**config.mk**
```make
export PLATFORM = sky130hd
export DESIGN_NAME = quad_enc_ctrl
export DESIGN_NICKNAME = d
export VERILOG_FILES = /design/src/rtl/quad_enc_pkg.sv /design/src/rtl/quad_enc_ctrl_debounce.sv /design/src/rtl/quad_enc_ctrl.sv
export SDC_FILE = /design/constraint.sdc
export NUM_CORES = 1
export LEC_CHECK = 0
export BUFFER_PORTS_ARGS = -buffer_cell sky130_fd_sc_hd__buf_2
export CAP_MARGIN = 0
export CORE_UTILIZATION = 45
export CTS_CLUSTER_SIZE = 20
export DETAILED_ROUTE_END_ITERATION = 6
export HOLD_SLACK_MARGIN = 0.08
export PLACE_DENSITY = 0.73
export SYNTH_ARGS = -nofsm -noshare
export SYNTH_HDL_FRONTEND = slang
export SYNTH_SLANG_ARGS = --single-unit
```
**constraint.sdc**
```tcl
create_clock -name clk -period 5 [get_ports clk]
set_input_delay 0.25 -clock clk [delete_from_list [all_inputs] [get_ports clk]]
set_output_delay 0.25 -clock clk [all_outputs]
set_load 0.05 [all_outputs]
```
**src/rtl/quad_enc_pkg.sv**
```systemverilog
// Shared types and helpers for the rotary-encoder front end.
//   pulse_state_t : output pulse FSM states
//   PEND_MAX      : saturation limit of the signed pending-detent count
//   quad_step     : decodes a prev/cur quadrature pair into {err, signed step}
package quad_enc_pkg;

    typedef enum logic [1:0] {IDLE, INC, DEC, GAP} pulse_state_t;

    localparam int PEND_MAX = 7;

    // Gray position along 00->01->11->10 is converted to binary so a step is
    // just the modulo-4 difference: 1 = +1, 3 = -1, 2 = jumped a phase (error).
    function automatic logic [2:0] quad_step(input logic [1:0] prev, input logic [1:0] cur);
        logic [1:0] p_bin;
        logic [1:0] c_bin;
        logic [1:0] diff;
        p_bin = {prev[1], prev[1] ^ prev[0]};
        c_bin = {cur[1], cur[1] ^ cur[0]};
        diff  = c_bin - p_bin;
        case (diff)
            2'd0:    quad_step = 3'b0_00;
            2'd1:    quad_step = 3'b0_01;
            2'd3:    quad_step = 3'b0_11;
            default: quad_step = 3'b1_00;
        endcase
    endfunction

endpackage

```
**src/rtl/quad_enc_ctrl_debounce.sv**
```systemverilog
// debounce_ch: 2-flop synchroniser plus level debouncer for one raw channel.
//   clk, rst : clock, asynchronous active-high reset
//   raw      : asynchronous input level
//   db       : debounced level, changes only after DEBOUNCE_CYCLES
//              consecutive synchronised samples differ from it
module debounce_ch
    import quad_enc_pkg::*;
#(
    parameter int DEBOUNCE_CYCLES = 16
) (
    input  logic clk,
    input  logic rst,
    input  logic raw,
    output logic db
);

    localparam int CW = $clog2(DEBOUNCE_CYCLES + 1);
    localparam logic [CW-1:0] CNT_LAST = CW'(DEBOUNCE_CYCLES - 1);

    logic [1:0]    sync;
    logic [CW-1:0] cnt;

    always_ff @(posedge clk or posedge rst) begin
        if (rst) begin
            sync <= 2'b00;
            db   <= 1'b0;
            cnt  <= '0;
        end else begin
            sync <= {sync[0], raw};
            if (sync[1] == db) begin
                cnt <= '0;
            end else if (cnt == CNT_LAST) begin
                db  <= sync[1];
                cnt <= '0;
            end else begin
                cnt <= cnt + 1'b1;
            end
        end
    end

endmodule

```
**src/rtl/quad_enc_ctrl.sv**
```systemverilog
// quad_enc_ctrl: quadrature encoder front end for the PWM duty adjust inputs.
//   clk, rst     : clock, asynchronous active-high reset
//   enc_a, enc_b : raw encoder channels (asynchronous)
//   inc, dec     : registered detent pulses, PULSE_CYCLES high then at least
//                  PULSE_CYCLES low, never high together
//   quad_err     : one-cycle flag for an illegal two-bit transition
module quad_enc_ctrl
    import quad_enc_pkg::*;
#(
    parameter int DEBOUNCE_CYCLES  = 16,
    parameter int STEPS_PER_DETENT = 4,
    parameter int PULSE_CYCLES     = 2
) (
    input  logic clk,
    input  logic rst,
    input  logic enc_a,
    input  logic enc_b,
    output logic inc,
    output logic dec,
    output logic quad_err
);

    localparam int PW = $clog2(PULSE_CYCLES + 1);
    localparam logic [PW-1:0]      P_LAST = PW'(PULSE_CYCLES - 1);
    localparam logic signed [4:0]  S_POS  = 5'(STEPS_PER_DETENT);
    localparam logic signed [4:0]  S_NEG  = -S_POS;
    localparam logic signed [4:0]  P_HI   = 5'(PEND_MAX);
    localparam logic signed [4:0]  P_LO   = -P_HI;

    logic              a_db, b_db;
    logic [1:0]        prev;
    logic signed [3:0] acc, acc_nxt;
    logic signed [3:0] pending, pend_nxt;
    logic signed [4:0] acc_sum, pend_sum;
    logic [2:0]        qs;
    logic signed [1:0] step, ev, cons;
    pulse_state_t      state;
    logic [PW-1:0]     pcnt;

    debounce_ch #(.DEBOUNCE_CYCLES(DEBOUNCE_CYCLES)) u_a (
        .clk(clk), .rst(rst), .raw(enc_a), .db(a_db)
    );
    debounce_ch #(.DEBOUNCE_CYCLES(DEBOUNCE_CYCLES)) u_b (
        .clk(clk), .rst(rst), .raw(enc_b), .db(b_db)
    );

    always_comb begin
        qs   = quad_step(prev, {a_db, b_db});
        step = qs[1:0];

        // A full detent's worth of steps in either direction wraps to 0 and
        // emits one event; anything short of that just moves acc.
        acc_sum = {acc[3], acc} + {{3{step[1]}}, step};
        acc_nxt = acc_sum[3:0];
        ev      = 2'b00;
        if (acc_sum == S_POS) begin
            acc_nxt = 4'sd0;
            ev      = 2'b01;
        end else if (acc_sum == S_NEG) begin
            acc_nxt = 4'sd0;
            ev      = 2'b11;
        end

        // The FSM consumes one pending detent in the same cycle it leaves IDLE.
        cons = 2'b00;
        if (state == IDLE) begin
            if (pending > 4'sd0)      cons = 2'b01;
            else if (pending < 4'sd0) cons = 2'b11;
        end

        // Event and consume both apply; clamping drops an event at saturation.
        pend_sum = {pending[3], pending} + {{3{ev[1]}}, ev} - {{3{cons[1]}}, cons};
        if (pend_sum > P_HI)      pend_nxt = P_HI[3:0];
        else if (pend_sum < P_LO) pend_nxt = P_LO[3:0];
        else                      pend_nxt = pend_sum[3:0];
    end

    always_ff @(posedge clk or posedge rst) begin
        if (rst) begin
            prev     <= 2'b00;
            acc      <= 4'sd0;
            pending  <= 4'sd0;
            quad_err <= 1'b0;
        end else begin
            prev     <= {a_db, b_db};
            acc      <= acc_nxt;
            pending  <= pend_nxt;
            quad_err <= qs[2];
        end
    end

    always_ff @(posedge clk or posedge rst) begin
        if (rst) begin
            state <= IDLE;
            inc   <= 1'b0;
            dec   <= 1'b0;
            pcnt  <= '0;
        end else begin
            case (state)
                IDLE: begin
                    pcnt <= '0;
                    if (pending > 4'sd0) begin
                        state <= INC;
                        inc   <= 1'b1;
                    end else if (pending < 4'sd0) begin
                        state <= DEC;
                        dec   <= 1'b1;
                    end
                end
                INC, DEC: begin
                    if (pcnt == P_LAST) begin
                        inc   <= 1'b0;
                        dec   <= 1'b0;
                        pcnt  <= '0;
                        state <= GAP;
                    end else begin
                        pcnt <= pcnt + 1'b1;
                    end
                end
                GAP: begin
                    if (pcnt == P_LAST) begin
                        pcnt  <= '0;
                        state <= IDLE;
                    end else begin
                        pcnt <= pcnt + 1'b1;
                    end
                end
                default: begin
                    state <= IDLE;
                    inc   <= 1'b0;
                    dec   <= 1'b0;
                    pcnt  <= '0;
                end
            endcase
        end
    end

endmodule

```
# Yosys cells after proc, flatten, opt, wreduce, memory -nomap -nowiden
# Cells that the tools add are included.
[word_totals] register_bits=33 inputBits=4 out_inout_bits=3 elab_cells=84
[op_classes] n_addsub=7 n_lt_le_gt_ge=4 n_eq_ne=18 muxes=27 bitwise=4 reduce_logical=10
[ops] cell="two-way mux 2 bit" count=10
[ops] cell="two-way mux 5 bit" count=4
[ops] cell="two-way mux 4 bit" count=4
[ops] cell="equality test 5 x 4 -> 1 bit (second input constant)" count=3
[ops] cell="adder 4 x 2 -> 5 bit" count=2
[ops] cell="adder 5 x 1 -> 5 bit (second input constant)" count=2
[ops] cell="case mux 3 bit (3 select lines)" count=1
[ops] cell="equality test 2 x 1 -> 1 bit (second input constant)" count=3
[ops] cell="equality test 2 bit (second input constant)" count=3
[ops] cell="inequality test 2 bit (second input constant)" count=3
[ops] cell="case mux 2 bit (3 select lines)" count=1
[ops] cell="AND reduction 3 bit" count=2
[ops] cell="equality test 5 x 3 -> 1 bit (second input constant)" count=1
[ops] cell="greater-than comparator 5 x 4 -> 1 bit (second input constant)" count=1
[ops] cell="< comparator 5 x 4 -> 1 bit (second input constant)" count=1
[ops] cell="subtractor 5 bit" count=1
[ops] cell="greater-than comparator 4 x 1 -> 1 bit (second input constant)" count=1
[ops] cell="logical NOT 2 bit" count=2
[ops] cell="< comparator 4 x 1 -> 1 bit (second input constant)" count=1
[ops] cell="two-way mux 1 bit" count=4
[ops] cell="inequality test 2 x 1 -> 1 bit (second input constant)" count=2
[ops] cell="case mux 1 bit (2 select lines)" count=2
[ops] cell="case mux 2 bit (2 select lines)" count=1
[ops] cell="AND reduction 2 bit" count=2
[ops] cell="other kinds (10)" count=13

# Longest topological paths before layout
[logic_depth] word_depth=13 ltp_mapped=21 ltp_nobuf=20

# Cells and area by module
# A second synthesis with hierarchy kept.
[hier_totals] cells_unflattened=188 area_unflattened_um2=1943.1
[modules_own_cells] mod="quad_enc_ctrl" instances=1 cells_each=140 area_each_um2=1312.5 seq_area_each_um2=425.4
[modules_own_cells] mod="debounce_ch" instances=2 cells_each=24 area_each_um2=315.3 seq_area_each_um2=200.2

# Worst setup path before layout
# Ideal clock, no wire load.
[synth_path] path_type="reg-to-reg" start="register u_a.db" end="register pending[2]" setup_time_ns=0.131 arrival_time_ns=3.995 required_time_ns=4.869 path_slack_ns=0.874 stages_incl_launch_ff=18 path_buffers=0 synth_period_minus_slack_ns=4.126 path_cell_list="dfrtp_1 xnor2_1 ha_1 xnor3_2 o21ai_0 nand2_1 ha_1 nor2_1 nand4b_1 mux2i_1 o211ai_2 inv_1 fa_1 ha_1 o21a_1 o21ai_0 nand2_1 maj3_1"
[synth_between] elab_chain_cells=13 word_cells_on_any_way=17 cone_classes="4 x add/sub; 2 x order compare; 4 x eq/ne; 5 x mux; 1 x bitwise; 1 x reduce/logical"
[synth_lines] item="start: declaration" line_no="quad_enc_ctrl_debounce.sv:14" rtl="output logic db"
[synth_lines] item="start signal: assignment" line_no="quad_enc_ctrl_debounce.sv:33" rtl="db <= sync[1];"
[synth_lines] item="bitwise XOR 1 bit" line_no="quad_enc_pkg.sv:18" rtl="c_bin = {cur[1], cur[1] ^ cur[0]};"
[synth_lines] item="subtractor 2 bit (*)" line_no="quad_enc_pkg.sv:19" rtl="diff = c_bin - p_bin;"
[synth_lines] item="equality test 2 bit (tied with other cells)" line_no="quad_enc_pkg.sv:20" rtl="case (diff)"
[synth_lines] item="case mux 3 bit (3 select lines) (*)" line_no="quad_enc_pkg.sv:20"
[synth_lines] item="adder 4 x 2 -> 5 bit (*)" line_no="quad_enc_ctrl.sv:53" rtl="acc_sum = {acc[3], acc} + {{3{step[1]}}, step};"
[synth_lines] item="equality test 5 x 3 -> 1 bit" line_no="quad_enc_ctrl.sv:59" rtl="end else if (acc_sum == S_NEG) begin"
[synth_lines] item="two-way mux 2 bit" line_no="quad_enc_ctrl.sv:59"
[synth_lines] item="two-way mux 2 bit (*)" line_no="quad_enc_ctrl.sv:56" rtl="if (acc_sum == S_POS) begin"
[synth_lines] item="adder 4 x 2 -> 5 bit (*)" line_no="quad_enc_ctrl.sv:72" rtl="pend_sum = {pending[3], pending} + {{3{ev[1]}}, ev} - {{3{cons[1]}}, cons};"
[synth_lines] item="subtractor 5 bit (*)" line_no="quad_enc_ctrl.sv:72"
[synth_lines] item="< comparator 5 x 4 -> 1 bit" line_no="quad_enc_ctrl.sv:74" rtl="else if (pend_sum < P_LO) pend_nxt = P_LO[3:0];"
[synth_lines] item="two-way mux 4 bit" line_no="quad_enc_ctrl.sv:74"
[synth_lines] item="two-way mux 4 bit (*)" line_no="quad_enc_ctrl.sv:73" rtl="if (pend_sum > P_HI) pend_nxt = P_HI[3:0];"
[synth_lines] item="via pend_nxt[2]" line_no="quad_enc_ctrl.sv:33" rtl="logic signed [3:0] pending, pend_nxt;"
[synth_lines] item="end signal: assignment" line_no="quad_enc_ctrl.sv:87" rtl="pending <= pend_nxt;"
[synth_lines] item="end: declaration" line_no="quad_enc_ctrl.sv:33"
# Mark *: on every way through the listed nets, which the timed path passes. The rest lies on a longest branch.
# A chain may end at the register's enable or synchronous reset.

# Worst setup path after layout
# Same ends and word-level chain as after synthesis.

==> flow_summary.toml <==
[timing]
fin_tns_setup_ns = 0
period_share = 0.9242
maxSlewViolCount = 0
hold_violations = 0
worstMarginPinSlew_ns = 0.4519
setup_viol = 0
fin_worst_skew_ns = 0.004111
fmax_mhz = 216.4
maxSlewHeadroom = 0.6960
whs_ns = 0.3658
min_period_ns = 4.621
setup_ws_ns = 0.3790
rsz0062_at_grt = "no"

[finish]
drive_gt1_frac = 0.1250
final_util = 0.5199
diodes = 0
final_nets = 213
area_growth_pct = 10.13
fillers = 365

[routing]
final_antenna_net_count = 0
drt_wl_total_um = 2979
wl_met3_um = 105
vias_per_cell = 5.215
vias = 1262
firstDrtPassIters = 4
wl_per_cell_um = 12.31
drc_errors = 0
drt_iter0_markers = 45
top_layer_used = "met4"
m1WireLength_um = 1399
wl_met2_um = 1457

[pwr]
ir_worst_vdd_v = 0.0007524
p_leak_nw = 1.035
cellPowerDensity_nw_per_um2 = 592.6
p_total_mw = 1.241

[yosys]
synthTopCellsByCount = "dfrtp_1, ha_1, nor2_1, o21ai_0, nand2_1"
async_flop_share = 1.000
synth.net_count = 202
synth.most_common_cell = "dfrtp_1"
ys_ff_latch = 33
ys.flop_type = "dfrtp_1"
synth_cells = 181
synth.area.top_cells = "dfrtp_1, ha_1, xor2_1, o21ai_0, nor2_1"
synth_area_per_cell_sq_um = 10.51
synth-edff-count = 0
synth-seq-area-share = 0.4342
ys_types = 46
ys.warnings.count = 0
yosysTopAreaCell = "dfrtp_1"
synth_top_area_frac = 0.4342
netlist_area_sq_um = 1902

[hold_path]
hold_path_class = "flip-flop to flip-flop"
hold-path-cell-count = 0
hp-start = "u_a.sync[0]$_DFF_PP0_"

[clock_network]
clock_latency_ns = 0.28
clkTransAtPathRegs_ns = 0.06
post_cts_buffers = 0
htreeDepth = 2
cts_tree = "yes"
cts.sinks = 33
cts-root-buf = "clkbuf_8"
cts_buffers = 5
cts_buffer_depth = 2
cts_resized = 0

[outcome]
status = "finished, final reports clean"

[floorplan]
die_h_um = 67.01
start_util = 0.4720
die_area_sq_um = 4490
io_pins = 7
rows = 23
core-area_sq_um = 4029
die_x_um = 67.01

[placement]
port_buffers = 6
place.gp.congestion = 0.8134
dp_hpwl_um = 2253
place_worst_setup_slack_ns = 0.4219

[worst_setup_path]
cp-startpoint = "u_a.db$_DFFE_PP0P_"
worstPathRequired_ns = 5.15
cp_data_arrival_time_ns = 4.78
worst-r2r-cell-count = 16
path_cells = "xnor2_1 > ha_1 > inv_1 > ha_1 > ha_1 > nor2_1 > nand4b_1 > mux2i_1 > o211ai_2 > inv_1 > fa_1 > ha_1 > o21a_1 > o21ai_0 > nand2_1 > maj3_1"
crit_top_cell = "ha_1"
r2r-start = "u_a.db$_DFFE_PP0P_"
cp-end-kind = "flip-flop"
crit_fanout = 8
critPathKind = "flip-flop to flip-flop"
slowest_delay_ns = 0.46
critPathLaunchType = "flip-flop"
crit_slowest_cell = "fa_1"

[global_routing]
grt_first_pass_wirelength_um = 4981
globalRouteTotalUtil = 0.1511
overflow = 0
grt_pass1_vias = 1238
grt_max_degree = 34
antenna_found_initial = 0

[job]
maxCapViolCount = 0
[registers in the layout (all words and copies together), names as in the netlist]
register / flops
u_a.cnt: 5
quad_err: 1
u_b.cnt: 5
pending: 4
state: 2
pcnt: 2
dec: 1
u_a.sync: 2
u_b.db: 1
u_a.db: 1
prev: 2
inc: 1
u_b.sync: 2
acc: 4
[report_power, final]
part / total [mW] / leakage, nW / switching [mW] / internal [mW]
Sequential: 0.353 / 0.426 / 0.0306 / 0.323
Combinational: 0.694 / 0.565 / 0.387 / 0.307
Clock: 0.194 / 0.0443 / 0.0853 / 0.109
[per-layer routing]
| metal | global-route usage | vias up |
|---|---|---|
| met3 | 0.05651 | 3 |
| met5 | 0 | - |
| met2 | 0.2688 | 14 |
| met1 | 0.1660 | 603 |
| li1 | - | 642 |
| met4 | 0.03989 | 0 |
[critical path, delay by kind of cell (launching register included)]
kind / cells / cell delay [ns]
buffers and inverters: 2 / 0.25
and+or+nand+nor: 3 / 0.61
DFF: 1 / 0.44
AOI/OAI and AO/OA: 3 / 0.57
muxes: 1 / 0.22
xor gates and xnor gates: 1 / 0.15
adders and majority gates: 6 / 2.25
[layout by cell type (no fill, tap or decap), types with 3 or more instances in the layout]
| master | count |
|---|---|
| dfrtp_1 | 33 |
| ha_1 | 15 |
| nor2_1 | 14 |
| o21ai_0 | 14 |
| nand2_1 | 13 |
| inv_1 | 11 |
| xor2_1 | 10 |
| xnor2_1 | 6 |
| clkbuf_8 | 6 |
| buf_2 | 6 |
| nand3_1 | 5 |
| a21oi_1 | 5 |
| and2_1 | 5 |
| mux2i_1 | 3 |
| dlygate4sd3_1 | 3 |
[per-stage QoR]
stage	cell area [sq um]	cells
final	2095	242
after global placement	1978	232
after global routing	2095	242
after floorplan	1902	181
after detailed placement	1978	232
after CTS	2085	241
[worst paths after layout]
| check | end | slack, ns |
|---|---|---|
| setup / recovery | pending[2]$_DFF_PP0_ | 0.38 |
| setup reg to reg | pending[2]$_DFF_PP0_ | 0.38 |
| hold / removal | u_a.sync[1]$_DFF_PP0_ | 0.37 |
| hold reg to reg | u_a.sync[1]$_DFF_PP0_ | 0.37 |
| max in group asynchronous | acc[1]$_DFF_PP0_ | 4.10 |
| min in group asynchronous | pending[3]$_DFF_PP0_ | 0.60 |
[logic make-up (layout without fill, tap and decap cells)]
| family | after synthesis | in the layout | share of synthesized area |
|---|---|---|---|
| AO/OA/AOI/OAI | 33 | 33 | 0.1132 |
| adder cells (fa/ha/maj) | 19 | 19 | 0.1303 |
| flip-flops | 33 | 33 | 0.4342 |
| XOR/XNOR | 18 | 18 | 0.09868 |
| AND/OR/NAND/NOR | 56 | 56 | 0.1618 |
| buffers and inverters | 17 | 28 | 0.03420 |
| multiplexers | 5 | 5 | 0.02763 |
[repair_timing]
action                                  4_1_cts  5_1_grt
hold buffers                                  2        1
endpoints found under the hold margin        34        1
endpoints found under the setup margin        0        0
[layout make-up]
cell class                      count  area [sq um]  share of cell area
Timing Repair Buffer               10         67.56             0.03226
Multi-Input combinational cell    131          1011              0.4827
Inverter                           11         41.29             0.01971
Clock buffer                        7         86.33             0.04122
Sequential cell                    33         825.8              0.3943
Tap cell                           50         62.56             0.02987
Note: power is estimated with default switching activity, not from simulation.
